[src/rtl/branch_predictor.sv]
// branch_predictor: direct-mapped BTB with 2-bit counters; optional same-cycle forwarding under BP_BYPASS_EN
module branch_predictor #(
    parameter int INDEX_BITS = 6,
    parameter int TAG_BITS   = 8
) (
    input  logic        clk,
    input  logic        rst,
    input  logic [31:0] if_pc,
    output logic        predict_taken,
    output logic [31:0] predict_target,
    output logic        init_busy,
    input  logic        ex_update,
    input  logic [31:0] ex_branch_pc,
    input  logic        ex_taken,
    input  logic [31:0] ex_target
);
    localparam int ENTRIES = 1 << INDEX_BITS;
    localparam int TAG_LO  = INDEX_BITS + 2;
    localparam int TAG_HI  = INDEX_BITS + TAG_BITS + 1;
    typedef enum logic {ST_INIT, ST_RUN} state_t;
    state_t                r_state, w_next_state;
    logic [INDEX_BITS-1:0] r_sweep_idx;
    logic                  r_valid  [ENTRIES];
    logic [TAG_BITS-1:0]   r_tag    [ENTRIES];
    logic [31:0]           r_target [ENTRIES];
    logic [1:0]            r_ctr    [ENTRIES];
    logic [INDEX_BITS-1:0] w_if_idx, w_ex_idx;
    logic [TAG_BITS-1:0]   w_if_tag, w_ex_tag, w_upd_tag, w_lk_tag;
    logic                  w_ex_hit, w_we, w_fwd, w_upd_valid, w_lk_valid, w_hit;
    logic [31:0]           w_upd_target, w_lk_target;
    logic [1:0]            w_cur_ctr, w_upd_ctr, w_lk_ctr;
    logic                  w_unused;
    assign w_unused  = ^{if_pc[31:TAG_HI+1], if_pc[1:0], ex_branch_pc[31:TAG_HI+1], ex_branch_pc[1:0]};
    assign w_if_idx  = if_pc[TAG_LO-1:2];
    assign w_if_tag  = if_pc[TAG_HI:TAG_LO];
    assign w_ex_idx  = ex_branch_pc[TAG_LO-1:2];
    assign w_ex_tag  = ex_branch_pc[TAG_HI:TAG_LO];
    assign init_busy = (r_state == ST_INIT);
    // Leave the sweep once the last index has been written
    always_comb begin
        w_next_state = r_state;
        if (r_state == ST_INIT && &r_sweep_idx) w_next_state = ST_RUN;
    end
    // State register and sweep counter; reset always restarts the sweep at index 0
    always_ff @(posedge clk) begin
        if (rst) begin
            r_state     <= ST_INIT;
            r_sweep_idx <= '0;
        end else begin
            r_state     <= w_next_state;
            if (r_state == ST_INIT) r_sweep_idx <= r_sweep_idx + INDEX_BITS'(1);
        end
    end
    // Post-update view of the entry addressed by Execute; equals stored state when nothing is written
    assign w_ex_hit     = r_valid[w_ex_idx] && (r_tag[w_ex_idx] == w_ex_tag);
    assign w_we         = ex_update && !init_busy && (w_ex_hit || ex_taken);
    assign w_cur_ctr    = r_ctr[w_ex_idx];
    assign w_upd_valid  = w_we ? 1'b1 : r_valid[w_ex_idx];
    assign w_upd_tag    = w_we ? w_ex_tag : r_tag[w_ex_idx];
    assign w_upd_target = (w_we && ex_taken) ? ex_target : r_target[w_ex_idx];
    assign w_upd_ctr    = !w_we     ? w_cur_ctr :
                          !w_ex_hit ? 2'b10 :
                          ex_taken  ? ((w_cur_ctr == 2'b11) ? 2'b11 : w_cur_ctr + 2'd1) :
                                      ((w_cur_ctr == 2'b00) ? 2'b00 : w_cur_ctr - 2'd1);
    // Table writes: sweep clears one entry per cycle, otherwise Execute updates land here
    always_ff @(posedge clk) begin
        if (r_state == ST_INIT) begin
            r_valid[r_sweep_idx]  <= 1'b0;
            r_tag[r_sweep_idx]    <= '0;
            r_target[r_sweep_idx] <= '0;
            r_ctr[r_sweep_idx]    <= 2'b01;
        end else if (w_we) begin
            r_valid[w_ex_idx]  <= w_upd_valid;
            r_tag[w_ex_idx]    <= w_upd_tag;
            r_target[w_ex_idx] <= w_upd_target;
            r_ctr[w_ex_idx]    <= w_upd_ctr;
        end
    end
`ifdef BP_BYPASS_EN
    assign w_fwd = ex_update && !init_busy && (w_ex_idx == w_if_idx);
`else
    assign w_fwd = 1'b0;
`endif
    assign w_lk_valid     = w_fwd ? w_upd_valid  : r_valid[w_if_idx];
    assign w_lk_tag       = w_fwd ? w_upd_tag    : r_tag[w_if_idx];
    assign w_lk_target    = w_fwd ? w_upd_target : r_target[w_if_idx];
    assign w_lk_ctr       = w_fwd ? w_upd_ctr    : r_ctr[w_if_idx];
    assign w_hit          = w_lk_valid && (w_lk_tag == w_if_tag);
    assign predict_taken  = !init_busy && w_hit && w_lk_ctr[1];
    assign predict_target = predict_taken ? w_lk_target : if_pc + 32'd4;
endmodule

[config.mk]
export PLATFORM = sky130hd
export DESIGN_NAME = branch_predictor
export DESIGN_NICKNAME = d
export VERILOG_FILES = /design/src/rtl/branch_predictor.sv
export SDC_FILE = /design/constraint.sdc
export NUM_CORES = 2
export LEC_CHECK = 0
export BUFFER_PORTS_ARGS = -buffer_cell sky130_fd_sc_hd__buf_2
export CAP_MARGIN = 5
export CORE_MARGIN = 8
export CORE_UTILIZATION = 57
export DETAILED_ROUTE_END_ITERATION = 10
export GPL_TIMING_DRIVEN = 0
export PLACE_DENSITY = 0.79
export SETUP_SLACK_MARGIN = 0.5
export SYNTH_ARGS = -nofsm -noshare
export SYNTH_HDL_FRONTEND = slang
export SYNTH_SLANG_ARGS = --single-unit
[constraint.sdc]
create_clock -name clk -period 6.4 [get_ports clk]
set_input_delay 0.64 -clock clk [delete_from_list [all_inputs] [get_ports clk]]
set_output_delay 0.64 -clock clk [all_outputs]
set_load 0.02 [all_outputs]
==> flow_summary.toml <==
[outcome]
status = "finished clean"

[finish]
drive_gt1_frac = 0.368
stdcell_count = 8354
area_growth_pct = 15.7
fin_nets = 5595
postLayoutCoreUtil = 0.661

[grt]
grt_pass1_wl_mm = 505
track_usage = 0.348
grt_max_degree = 65
grt.overflow.total = 0
use_met3 = 0.120
antenna_found_initial = 53
top_usage_layer = "met2"
grt_pass1_vias = 62909
gr-usage-met2 = 0.530
use_met1 = 0.423

[floorplanning]
initial_core_util = 0.571
coreArea_um2 = 196000
dieArea_um2 = 211000
die_w_um = 460
num_rows = 163
top_level_ports = 134
fp.dieH_um = 460

[synth]
yosysWarnings = 0
mappedNetlistArea_um2 = 112000
ys_types = 65
synth_xor_area_frac = 0.00351
synth-simple-area-share = 0.0197
postSynthCellCount = 4917
synth_ff_type = "edfxtp_1"
synthTopCellsByArea = "edfxtp_1 (74%), mux4_2 (20%), mux2i_1 (0.66%)"
synth_top_area_share = 0.737
synth_nets = 5019
synth.area.mux_share = 0.214
synth-compound-area-share = 0.0121
synthesis.area_per_instance_um2 = 22.8
yosysSeqAreaShare = 0.738
synth_area_leader_cell = "edfxtp_1"
synth_fa_ha_area_frac = 0.000223
synth_top_family_by_area = "multiplexers"
synthArstFlopShare = 0
synth_edf_count = 2752
ys_ff_latch = 2759

[cts]
cts.sinks = 2759
clk_latency_ns = 0.98
clock_path_buffers = 4
cts_made_buffers = 288
clkSlewWorstSetupHoldPaths_ns = 0.06
cts.htree.levels = 5
cts_root_buf = "clkbuf_16"
cts_tree = "done"

[sta]
hold_viol = 0
tns_ns = 0
slew_violations = 0
max_freq_ghz = 0.161
max_slew_margin = 0.0808
fin_skew_ns = 0.0584
period_minus_slack_ns = 6.22
setup_viol = 0
period_share = 0.971
tightestPinTransition_ns = 1.37
rsz0062_at_grt = "yes"
worst_slack_ns = 0.184

[critical_path]
r2r-end = "r_tag[40][6]"
start_kind = "input port"
crit_chain = "buf_2 -> buf_2 -> buf_2 -> clkdlybuf4s15_2 -> mux4_2 -> nor2_1 -> o311ai_0 -> o311ai_0 -> and3_1 -> nor4_1 -> a31o_1 -> buf_4 -> nand4_1 -> a21oi_2 -> buf_16"
end_kind = "flip-flop"
path_class = "in2reg"
crit_slowest_cell = "a21oi_2"
reg2reg_slack_ns = 1.32
cp.arrival_ns = 6.88
endpoint = "r_tag[40][6]"
cpPeakStageDelay_ns = 0.76
cp_common_cell = "buf_2"
crit_required_ns = 7.07
crit_path_max_fanout = 10
rr_worst_depth = 11
r2r-start = "r_tag[19][6]"
critPathLaunch = "ex_branch_pc[3]"

[drt]
drt_wl_total_mm = 371
firstDrtPassIters = 9
vias = 63408
wl_per_cell_um = 44.4
antenna_left = 0
initialDrtViolationCount = 12082
drc_errors = 0
vias_per_cell = 7.59

[power]
p_per_area_nw_per_um2 = 293
vdd_drop_max_mv = 0.267
leakagePower_nw = 45.4
power_mw = 38.0

[placed_design]
io_buffer_count = 109
finalWeightedCongestion = 0.981
dp.final_hpwl_mm = 233
dp_slack_ns = -1.93
dp_cells = 7836

[hold_path]
hp-class = "in2reg"
min_from = "ex_target[3]"
hold_depth = 2

[job]
maxCapViolations = 0
metrics by stage:
step	cell area [um^2]	hold slack (ns)
2_1_floorplan	112000	0.568
3_3_place_gp	116000	0.586
3_5_place_dp	120000	0.625
4_1_cts	130000	0.178
5_1_grt	130000	0.187
6_report	130000	0.214
cell type report:
| type | instances | area (um^2) |
|---|---|---|
| clock inverters | 130 | 1190 |
| diodes | 23 | 57.6 |
| clock buffers | 358 | 7580 |
| fillers | 11653 | 66700 |
| multi-input cells | 1854 | 28900 |
| inverters | 14 | 56.3 |
| plain buffers | 290 | 1770 |
| well taps | 2640 | 3300 |
| repair buffers | 286 | 4070 |
| flip-flops and latches | 2759 | 82800 |
cell families after synthesis:
kind of cell,after synthesis
xor gates and xnor gates,45
DFF,2759
buffers and inverters,304
muxes,1126
AOI/OAI and AO/OA,217
adders and majority gates,2
and+or+nand+nor,464
critical path: cells and delay by family:
kind	cells	cell delay [ns]
buffers and inverters	6	2.16
AOI/OAI and AO/OA	4	2.15
and+or+nand+nor	4	1.54
muxes	1	0.35
per-layer routing:
layer  part of all wire  vias to the layer above
met2               0.46                     6722
met5            0.00047                        -
li1                   -                    22421
met1               0.31                    32675
met3               0.15                     1566
met4              0.087                       24
flip-flops by register name (all words and copies together), names as in the netlist:
| signal | flops |
|---|---|
| r_state | 1 |
| r_ctr | 128 |
| r_tag | 512 |
| r_sweep_idx | 6 |
| r_target | 2048 |
| r_valid | 64 |
timing repair:
item	4_1_cts	5_1_grt
hold buffers	1	0
resized for setup	212	33
setup endpoints to repair	428	123
hold endpoints to repair	7	0
pin swaps	2	1
setup buffers	3	2
cell usage in the layout (no fill, tap or decap), types with 14 or more instances in the layout:
| master | instances |
|---|---|
| a21oi_2 | 60 |
| a22oi_1 | 17 |
| and2_2 | 28 |
| buf_1 | 15 |
| buf_12 | 68 |
| buf_16 | 47 |
| buf_2 | 142 |
| buf_4 | 61 |
| buf_6 | 20 |
| buf_8 | 58 |
| bufinv_16 | 22 |
| clkbuf_1 | 132 |
| clkbuf_16 | 293 |
| clkbuf_2 | 68 |
| clkbuf_4 | 19 |
| clkinv_1 | 61 |
| clkinv_2 | 30 |
| diode_2 | 23 |
| edfxtp_1 | 2752 |
| mux2_2 | 37 |
| mux2i_1 | 73 |
| mux4_2 | 1015 |
| nand2_1 | 154 |
| nand3_1 | 56 |
| nand4_1 | 14 |
| nor2_1 | 43 |
| nor2_4 | 65 |
| o21ai_0 | 40 |
| o22ai_1 | 18 |
| xnor2_1 | 30 |
synth_stat cells (3+ instances only):
library cell	number
mux4_2	1015
a22o_1	6
nand3_1	56
a221oi_1	11
edfxtp_1	2752
nor2_1	109
mux2i_1	74
a32oi_1	3
clkbuf_1	159
o22ai_1	18
dfxtp_1	7
nor3b_1	4
buf_1	32
and2_1	43
nand4_1	14
or3b_2	3
or3_1	6
nor4_1	9
nor2b_1	13
buf_6	13
a22oi_1	17
and3_1	16
nand3b_1	6
o211ai_1	5
and4_1	3
xor2_1	13
o22a_1	4
a21oi_1	77
nand2b_1	6
buf_4	18
o21ai_0	43
mux2_2	37
nor3_1	12
a31oi_1	8
inv_1	11
nand2_1	154
xnor2_1	32
buf_2	68
power breakdown:
| group | total, mW | internal (mW) | switching (mW) |
|---|---|---|---|
| combinational | 1.99 | 0.739 | 1.25 |
| sequential | 19.7 | 19.7 | 0.0323 |
| clock | 16.3 | 9.26 | 7.04 |
how the worst min path moves through the flow:
stage | end | slack, ns
6_report | r_target[26][3] | 0.21
4_1_cts | r_target[26][3] | 0.18
2_1_floorplan | r_sweep_idx[1] | 0.57
5_1_grt | r_target[26][3] | 0.19
3_3_place_gp | r_sweep_idx[1] | 0.59
3_5_place_dp | r_sweep_idx[1] | 0.62
Note: power is estimated with default switching activity, not from simulation.
